**src/rtl/soc_pkg.sv**
```systemverilog
// Shared types and constants for the CPU-to-Wishbone bridge.
// Bridge states: IDLE = no burst open | WWAIT = burst open, waiting for a write beat | WR = write beat on bus | RD = read beat on bus
package soc_pkg;

    localparam logic [2:0]  LEN_SINGLE = 3'd1;
    localparam logic [2:0]  LEN_LINE   = 3'd4;
    localparam logic [31:0] ERR_DATA   = 32'hFFFF_FFFF;

    typedef enum logic [1:0] {
        ST_IDLE  = 2'd0,
        ST_WWAIT = 2'd1,
        ST_WR    = 2'd2,
        ST_RD    = 2'd3
    } bridge_state_e;

    typedef struct packed {
        logic [31:0] addr;
        logic        line;
        logic [3:0]  mask;
        logic        we;
    } req_t;

    // A line burst wraps inside its 16-byte line.
    function automatic logic [31:0] beat_addr(input logic [31:0] addr,
                                              input logic        line,
                                              input logic [1:0]  beat);
        logic [1:0] w_word;
        w_word = addr[3:2] + beat;
        return line ? {addr[31:4], w_word, 2'b00} : {addr[31:2], 2'b00};
    endfunction

endpackage

```
**src/rtl/sync_fifo.sv**
```systemverilog
// Single-clock FIFO; a push into a full FIFO is accepted when a pop happens in the same cycle.
module sync_fifo #(
    parameter int WIDTH = 32,
    parameter int DEPTH = 4
) (
    input  logic                     clk_i,
    input  logic                     rst_ni,
    input  logic                     i_push,
    input  logic [WIDTH-1:0]         i_wdata,
    input  logic                     i_pop,
    output logic [WIDTH-1:0]         o_rdata,
    output logic                     o_full,
    output logic                     o_empty,
    output logic [$clog2(DEPTH):0]   o_count
);
    localparam int AW = $clog2(DEPTH);
    localparam logic [AW:0] FULL_CNT = (AW+1)'(DEPTH);

    logic [WIDTH-1:0] r_mem [DEPTH];
    logic [AW-1:0]    r_wptr;
    logic [AW-1:0]    r_rptr;
    logic [AW:0]      r_count;
    logic             w_push;
    logic             w_pop;

    assign w_pop  = i_pop && (r_count != '0);
    assign w_push = i_push && ((r_count != FULL_CNT) || w_pop);

    always_ff @(posedge clk_i or negedge rst_ni) begin
        if (!rst_ni) begin
            r_wptr  <= '0;
            r_rptr  <= '0;
            r_count <= '0;
        end else begin
            if (w_push) r_wptr <= r_wptr + AW'(1);
            if (w_pop)  r_rptr <= r_rptr + AW'(1);
            case ({w_push, w_pop})
                2'b10:   r_count <= r_count + (AW+1)'(1);
                2'b01:   r_count <= r_count - (AW+1)'(1);
                default: r_count <= r_count;
            endcase
        end
    end

    always_ff @(posedge clk_i) begin
        if (w_push) r_mem[r_wptr] <= i_wdata;
    end

    assign o_rdata = r_mem[r_rptr];
    assign o_full  = (r_count == FULL_CNT);
    assign o_empty = (r_count == '0);
    assign o_count = r_count;

endmodule

```
**src/rtl/cpu_wb_bridge.sv**
```systemverilog
// Turns decoded CPU requests plus write/read data channels into Wishbone classic
// master cycles, with one pending request slot and wrapping 4-beat line bursts.
module cpu_wb_bridge
    import soc_pkg::*;
#(
    parameter int FIFO_DEPTH = 4
) (
    input  logic        clk_i,
    input  logic        rst_ni,
    input  logic        req_valid,
    output logic        req_ready,
    input  logic [2:0]  req_len,
    input  logic [3:0]  req_mask,
    input  logic [31:0] req_addr,
    input  logic        req_we,
    input  logic        write_valid,
    input  logic [31:0] write_data,
    output logic        read_valid,
    output logic [31:0] read_data,
    input  logic        read_ack,
    output logic        wb_cyc_o,
    output logic        wb_stb_o,
    output logic        wb_we_o,
    output logic [31:0] wb_adr_o,
    output logic [3:0]  wb_sel_o,
    output logic [31:0] wb_dat_o,
    input  logic [31:0] wb_dat_i,
    input  logic        wb_ack_i,
    input  logic        wb_err_i,
    output logic        bus_err_o
);
    localparam int CW = $clog2(FIFO_DEPTH) + 1;

    logic [1:0]    r_rst_sync;
    logic          w_rst_n;
    bridge_state_e r_state, w_state_nxt;
    req_t          r_act, r_pnd, w_req;
    logic          r_act_valid, r_pnd_valid;
    logic [1:0]    r_beat;
    logic          r_bus_err;
    logic          w_stb, w_term, w_last, w_done, w_drop;
    logic          w_wr_ok, w_wr_push, w_wr_drop;
    logic          w_rf_full, w_rf_empty, w_wf_full, w_wf_empty;
    logic [31:0]   w_rf_rdata, w_wf_rdata;
    logic [CW-1:0] w_rf_count, w_wf_count;
    logic          w_unused_cnt;

    // Reset asserts asynchronously but releases on a clock edge.
    always_ff @(posedge clk_i or negedge rst_ni) begin
        if (!rst_ni) r_rst_sync <= 2'b00;
        else         r_rst_sync <= {r_rst_sync[0], 1'b1};
    end
    assign w_rst_n = r_rst_sync[1];

    assign w_req  = '{addr: req_addr, line: (req_len == LEN_LINE), mask: req_mask, we: req_we};
    assign w_stb  = (r_state == ST_WR) || ((r_state == ST_RD) && !w_rf_full);
    assign w_term = w_stb && (wb_ack_i || wb_err_i);
    assign w_last = !r_act.line || (r_beat == 2'd3);
    assign w_done = w_term && w_last;
    assign w_drop = req_valid && r_act_valid && r_pnd_valid && !w_done;

    assign w_wr_ok   = (r_act_valid && r_act.we) || (req_valid && req_we && !r_act_valid);
    assign w_wr_push = write_valid && w_wr_ok && (!w_wf_full || (w_term && r_state == ST_WR));
    assign w_wr_drop = write_valid && w_wr_ok && w_wf_full && !(w_term && r_state == ST_WR);

    always_ff @(posedge clk_i or negedge w_rst_n) begin
        if (!w_rst_n) begin
            r_act_valid <= 1'b0;
            r_pnd_valid <= 1'b0;
            r_act       <= '0;
            r_pnd       <= '0;
        end else if (w_done) begin
            if (r_pnd_valid) begin
                r_act       <= r_pnd;
                r_pnd_valid <= req_valid;
                if (req_valid) r_pnd <= w_req;
            end else begin
                r_act_valid <= req_valid;
                if (req_valid) r_act <= w_req;
            end
        end else if (req_valid) begin
            if (!r_act_valid) begin
                r_act_valid <= 1'b1;
                r_act       <= w_req;
            end else if (!r_pnd_valid) begin
                r_pnd_valid <= 1'b1;
                r_pnd       <= w_req;
            end
        end
    end

    always_ff @(posedge clk_i or negedge w_rst_n) begin
        if (!w_rst_n) begin
            r_state   <= ST_IDLE;
            r_beat    <= 2'd0;
            r_bus_err <= 1'b0;
        end else begin
            r_state <= w_state_nxt;
            if (r_state == ST_IDLE) r_beat <= 2'd0;
            else if (w_term)        r_beat <= r_beat + 2'd1;
            r_bus_err <= (w_term && wb_err_i) || w_drop || w_wr_drop;
        end
    end

    always_comb begin
        w_state_nxt = r_state;
        wb_cyc_o    = 1'b0;
        wb_we_o     = 1'b0;
        case (r_state)
            ST_IDLE: begin
                if (r_act_valid) w_state_nxt = r_act.we ? ST_WWAIT : ST_RD;
            end
            ST_WWAIT: begin
                wb_cyc_o = 1'b1;
                wb_we_o  = 1'b1;
                if (!w_wf_empty) w_state_nxt = ST_WR;
            end
            ST_WR: begin
                wb_cyc_o = 1'b1;
                wb_we_o  = 1'b1;
                if (w_term) w_state_nxt = w_last ? ST_IDLE : ST_WWAIT;
            end
            ST_RD: begin
                wb_cyc_o = 1'b1;
                if (w_done) w_state_nxt = ST_IDLE;
            end
            default: w_state_nxt = ST_IDLE;
        endcase
    end

    assign wb_stb_o  = w_stb;
    assign wb_adr_o  = wb_cyc_o ? beat_addr(r_act.addr, r_act.line, r_beat) : 32'd0;
    assign wb_sel_o  = wb_cyc_o ? (r_act.line ? 4'hF : r_act.mask) : 4'h0;
    assign wb_dat_o  = (r_state == ST_WR) ? w_wf_rdata : 32'd0;
    assign bus_err_o = r_bus_err;
    assign req_ready = !r_pnd_valid;

    sync_fifo #(.WIDTH(32), .DEPTH(FIFO_DEPTH)) u_rd_fifo (
        .clk_i   (clk_i),
        .rst_ni  (w_rst_n),
        .i_push  (w_term && (r_state == ST_RD)),
        .i_wdata (wb_err_i ? ERR_DATA : wb_dat_i),
        .i_pop   (read_ack),
        .o_rdata (w_rf_rdata),
        .o_full  (w_rf_full),
        .o_empty (w_rf_empty),
        .o_count (w_rf_count)
    );

    sync_fifo #(.WIDTH(32), .DEPTH(FIFO_DEPTH)) u_wr_fifo (
        .clk_i   (clk_i),
        .rst_ni  (w_rst_n),
        .i_push  (w_wr_push),
        .i_wdata (write_data),
        .i_pop   (w_term && (r_state == ST_WR)),
        .o_rdata (w_wf_rdata),
        .o_full  (w_wf_full),
        .o_empty (w_wf_empty),
        .o_count (w_wf_count)
    );

    assign read_valid   = !w_rf_empty;
    assign read_data    = w_rf_empty ? 32'd0 : w_rf_rdata;
    assign w_unused_cnt = ^{w_rf_count, w_wf_count};

endmodule

```
**config.mk**
```make
export PLATFORM = sky130hd
export DESIGN_NAME = cpu_wb_bridge
export DESIGN_NICKNAME = d
export VERILOG_FILES = /design/src/rtl/soc_pkg.sv /design/src/rtl/sync_fifo.sv /design/src/rtl/cpu_wb_bridge.sv
export SDC_FILE = /design/constraint.sdc
export NUM_CORES = 1
export LEC_CHECK = 0
export ABC_CLOCK_PERIOD_IN_PS = 4700
export CAP_MARGIN = 0
export CORE_MARGIN = 8
export CORE_UTILIZATION = 45
export DETAILED_ROUTE_END_ITERATION = 10
export PLACE_DENSITY = 0.75
export SYNTH_ARGS = -nofsm -noshare
export SYNTH_HDL_FRONTEND = slang
export SYNTH_SLANG_ARGS = --single-unit
```
**constraint.sdc**
```tcl
create_clock -name clk_i -period 4.7 [get_ports clk_i]
set_input_delay 1.41 -clock clk_i [delete_from_list [all_inputs] [get_ports clk_i]]
set_output_delay 1.41 -clock clk_i [all_outputs]
set_load 0.05 [all_outputs]
```
Yosys cells after proc, flatten, opt, wreduce, memory -nomap -nowiden

Memories as Yosys holds them, arrays and structs flattened.
Cells that the tools add are included.
Widths: inputs -> output; s select.

Reduce and logical (&&, ||, !) cells: 55
Multiplexer cells: 41
Add/sub/neg operators: 10
Equal/unequal tests: 22

Operators by type and width:

| kind                | count |
|---|---|
| $mux 38             | 10 |
| $mux 32             | 4 |
| $logic_and 1x1->1   | 20 |
| $mux 1              | 14 |
| $mux 2              | 7 |
| $ne 2x2->1 const B  | 7 |
| $mux 4              | 3 |
| $pmux 3 s2          | 2 |
| $reduce_bool 2->1   | 6 |
| $add 2x1->2 const B | 5 |
| $eq 2x2->1 const B  | 5 |
| $eq 3x3->1 const B  | 3 |
| $logic_or 1x1->1    | 9 |
| $logic_not 1->1     | 8 |
| $pmux 2 s4          | 1 |
| $add 3x1->3 const B | 2 |
| $eq 2x1->1 const B  | 3 |
| $logic_not 3->1     | 2 |
| $ne 3x3->1 const B  | 2 |
| $reduce_bool 3->1   | 2 |
| $sub 3x1->3 const B | 2 |
| $reduce_and 5->1    | 1 |
| $ne 2x1->1 const B  | 2 |
| $reduce_and 2->1    | 2 |
| 6 further kinds     | 6 |

Memory bits (writable): 256
Input port bits: 111
Output and inout bits: 106
Memories: 2
Flip-flop bits (word level): 99
Logic and storage cells: 150

Memory list:

| name            | depth | bits a word | read ports | clocked after Yosys merged registers in | wr ports | line            | source |
|---|---|---|---|---|---|---|---|
| u_rd_fifo.r_mem | 4     | 32          | 1          | 0                                       | 1        | sync_fifo.sv:19 | `logic [WIDTH-1:0] r_mem [DEPTH];` |
| u_wr_fifo.r_mem | 4     | 32          | 1          | 0                                       | 1        | sync_fifo.sv:19 |  |

Longest topological paths before layout

Depth after elaboration: 11
Depth in mapped cells: 13
Gate-level depth less buffers: 12

Modules after synthesis

A second synthesis with hierarchy kept.

Cell total of the unflattened synthesis: 834
Area, all modules: 14682.8 um2

By module, submodules not included:

| module        | instances | seq. area each (um2) | cells each | area each (um2) |
|---|---|---|---|---|
| sync_fifo     | 2         | 4018.9               | 206        | 5041.1 |
| cpu_wb_bridge | 1         | 2026.9               | 422        | 4600.7 |

Least setup slack after synthesis

OpenSTA, ideal clock, no wires.

Path kind: input-to-reg
From: input wb_ack_i
To: memory u_rd_fifo.r_mem[0][0] (enable)
Slack: 1432 ps
Required time: 4308 ps
Data arrival time: 2876 ps
Stages: 3
Cell sequence: o22ai_2 > nor3_1 > and2_1

Cells in the longest elaborated chain, start to end: 6

RTL lines:

| what                         | line                 | source |
|---|---|---|
| start, declared              | cpu_wb_bridge.sv:28  | `input logic wb_ack_i,` |
| $logic_or 1x1->1             | cpu_wb_bridge.sv:57  | `assign w_term = w_stb && (wb_ack_i \|\| wb_err_i);` |
| $logic_and 1x1->1            | cpu_wb_bridge.sv:57  |  |
| $logic_and 1x1->1            | cpu_wb_bridge.sv:141 | `.i_push (w_term && (r_state == ST_RD)),` |
| $logic_and 1x1->1            | sync_fifo.sv:27      | `assign w_push = i_push && ((r_count != FULL_CNT) \|\| w_pop);` |
| $mux 1                       | sync_fifo.sv:46      | `if (w_push) r_mem[r_wptr] <= i_wdata;` |
| $mux 1 (implied by the code) | sync_fifo.sv:46      |  |
| end, declared                | sync_fifo.sv:19      |  |

Every way passes these cells.

Final worst setup path

From: register u_rd_fifo.r_rptr[0]
To: output read_data[8]

Cells in the longest elaborated chain, start to end: 2

RTL lines:

| what                   | line                 | source |
|---|---|---|
| start, declared        | sync_fifo.sv:21      | `logic [AW-1:0] r_rptr;` |
| start signal, assigned | sync_fifo.sv:36      | `if (w_pop) r_rptr <= r_rptr + AW'(1);` |
| $mem_v2 4x32           | -                    |  |
| $mux 32                | cpu_wb_bridge.sv:163 | `assign read_data = w_rf_empty ? 32'd0 : w_rf_rdata;` |
| end, declared          | cpu_wb_bridge.sv:19  | `output logic [31:0] read_data,` |

Every way passes these cells.

==> flow_summary.toml <==
[place]
hpwl_mm = 19.2
gp_congestion = 0.739
portBuffers = 212

[global_route]
grt_pass1_wl_mm = 47.6
track_usage_pct = 15.6
gr-total-overflow = 0
grt_max_degree = 49
first_global_vias = 8393
grt_antenna_before_repair = 1

[critical_path]
reg2reg_from = "r_state[0]"
end_kind = "primary output"
cpPeakStageDelay_ps = 710
crit_path_top_delay_cell = "clkdlybuf4s50_1"
required_ps = 3290
r2r-end = "r_act[30]"
r2r_cells = 7
critPathArrivalTime_ps = 2800
critical_path_peak_fanout = 27
crit_path_start_kind = "flop"
crit_path_cell_trace = "buf_12, mux4_2, and2_1, clkdlybuf4s50_1"
critPathKind = "reg2out"
reg2reg_slack_ps = 1970

[cells_and_area]
diodes = 0
area_delta_synth_final_pct = 28.2
nFillCells = 2432
drive_above_1_share_pct = 25.1
nNetsFinal = 1181

[floorplan]
design.die.area_um2 = 38600
dieHeight_um = 196
initial_core_util_pct = 45.4
fp.coreArea_um2 = 32300
placementRows = 66
io_pins = 217
die_w_um = 196

[clock_network]
cts_root_buf = "clkbuf_16"
clock-sinks = 351
holdBufCountCts = 0
clk_pin_slew_ps = 60
clkLatencyLatePin_ps = 510
htree_levels = 2
ctsResizeCount = 0
cts_tree = "done"
cts_inserted_buffers = 38
post-cts-setup-buffer-count = 0
clock_path_buffers = 3

[routing]
drtAntennaViolNets = 0
drt_iter0_markers = 357
wire_per_inst_um = 19.8
drc = 0
dr.pass1.iters = 4
wirelength_mm = 30.2
avgViaCountPerCell = 5.11
vias = 7788

[logic_synthesis]
muxShareOfSynthArea_pct = 18.6
syn_area_um2 = 14700
ys_types = 42
yosysWarnings = 0
synth_top_family_by_area = "multiplexers"
syn_inst = 817
yosysSeqAreaShare_pct = 68.7
synth_simple_gate_area_share_pct = 7.08
async_reset_ff_share_pct = 27.1
yosys.area_share.adder_pct = 1.64
synth-seq-cells = 351
synthFlopType = "edfxtp_1"
synth_enable_flop_cells = 256
synth-xor-area-share_pct = 0.897
synth_compound_area_share_pct = 1.02
avgSynthCellArea_um2 = 17.9

[worst_hold_path]
hold-path-endpoint = "r_rst_sync[1]"
worstHoldStart = "r_rst_sync[0]"
hp-class = "reg2reg"
hold_depth = 0

[power]
vdd_drop_max_v = 0.000555
cellPowerDensity_nw_per_um2 = 719
leakage_nw = 6.66
power.total_mw = 13.5

[sta]
post-route-period-util_pct = 89.5
post-route-min-period_ps = 4210
skew_ps = 10.1
report.final.slew_viol_count = 0
slew_headroom_pct = 56.2
worst_pin_slew_ps = 654
rsz0062_at_grt = "no"
hold_viol_final = 0
tns_ps = 0
setup_viol = 0
max_freq_mhz = 238

[outcome]
outcome = "completed"

[flow_run]
drv_cap = 0
==> synth_stat cells (2+ instances only) <==
master	count	area [µm²]
nor2_1	17	63.8
dfrtp_1	95	2380
buf_2	8	40.0
buf_4	10	75.1
and2_1	74	463
mux2i_1	4	40.0
nor2b_1	30	188
o21ai_0	6	30.0
or2_2	32	200
xor2_1	8	70.1
mux4_2	64	1440
inv_1	18	67.6
clkbuf_1	22	82.6
nor3_1	2	10.0
ha_1	16	200
mux2_1	32	360
nand2_1	9	33.8
fa_1	2	40.0
a21oi_1	3	15.0
mux2_2	78	878
edfxtp_1	256	7690
buf_6	3	33.8
conb_1	2	7.51
xnor2_1	7	61.3
a22o_1	2	17.5
==> state kept, by name (all words and copies together) (netlist names), 2 cells and up <==
name,cells
r_act,36
u_rd_fifo.r_rptr,2
r_pnd,36
r_state,2
u_rd_fifo.o_count,3
u_wr_fifo.r_mem,128
r_rst_sync,2
u_wr_fifo.r_wptr,2
u_rd_fifo.r_wptr,2
u_wr_fifo.o_count,3
r_beat,2
u_rd_fifo.r_mem,128
u_wr_fifo.r_rptr,2
==> final cells by class <==
cell class / instances / area [µm²] / share of cell area (%)
Clock inverter: 20 / 299 / 1.59
Timing Repair Buffer: 238 / 2420 / 12.9
Clock buffer: 49 / 1080 / 5.73
Multi-Input combinational cell: 405 / 4300 / 22.9
Inverter: 18 / 67.6 / 0.360
Sequential cell: 351 / 10100 / 53.6
Tap cell: 442 / 553 / 2.94
==> how the worst max path moves through the flow <==
stage          slack (ps)  cells after the start                 from                     to
2_1_floorplan        1430                      3             wb_ack_i  u_rd_fifo.r_mem[0][0]
3_3_place_gp          810                     12             wb_err_i   u_wr_fifo.o_count[2]
3_5_place_dp          780                     12             wb_err_i   u_wr_fifo.o_count[2]
4_1_cts               440                      4  u_rd_fifo.r_rptr[0]           read_data[8]
5_1_grt               390                      4  u_rd_fifo.r_rptr[0]           read_data[5]
6_report              490                      4  u_rd_fifo.r_rptr[0]           read_data[8]
==> logic make-up (layout without fill, tap and decap cells) <==
kind of cell | after synthesis | count (layout)
buffers and inverters | 62 | 325
other | 2 | 3
flip-flops | 351 | 351
AND/OR/NAND/NOR | 172 | 172
XOR/XNOR | 15 | 15
AO/OA/AOI/OAI | 19 | 19
adder cells (fa/ha/maj) | 18 | 18
multiplexers | 178 | 178
==> per-stage QoR <==
stage               hold WS (ps)  setup slack [ps]  cells  utilization [%]  area (µm²)
floorplan                    331              1430    818                -       14700
global placement             342               811   1454             53.9       17400
detailed placement           340               784   1454             53.9       17400
CTS                          354               443   1523             58.2       18800
global route                 366               391   1523             58.2       18800
finish                       354               495   1523             58.2       18800
==> layer usage <==
layer / vias to the layer above / GRT usage, % / share of wire, %
met5: - / 0 / 0.043
met4: 2 / 5.00 / 2.3
met3: 46 / 3.85 / 6.3
met2: 204 / 26.4 / 50
met1: 4001 / 19.4 / 42
li1: 3535 / - / -
==> critical path, delay by kind of cell, from the launching register on <==
kind,cells,cell delay [ps]
multiplexers,1,550
flip-flops,1,540
buffers and inverters,2,990
AND/OR/NAND/NOR,1,190
==> cells in the final DEF, fill, tap and decap left out, drive strengths merged, types with 9 or more instances in the layout <==
master         synthesis  layout
edfxtp               256     256
clkdlybuf4s50          0     212
mux2                 110     110
dfrtp                 95      95
and2                  74      74
mux4                  64      64
clkbuf                22      49
or2                   32      32
nor2b                 30      30
buf                   22      26
inv                   18      19
nor2                  17      17
ha                    16      16
clkinv                 0      10
nand2                  9       9
==> power breakdown <==
| part | leakage (nW) | internal (mW) | total (mW) | switching (mW) |
|---|---|---|---|---|
| sequential | 3.41 | 3.98 | 4.28 | 0.307 |
| clock | 0.670 | 2.05 | 3.22 | 1.17 |
| combinational | 2.58 | 2.51 | 6.00 | 3.49 |
Power figures use the tool's default switching activity.
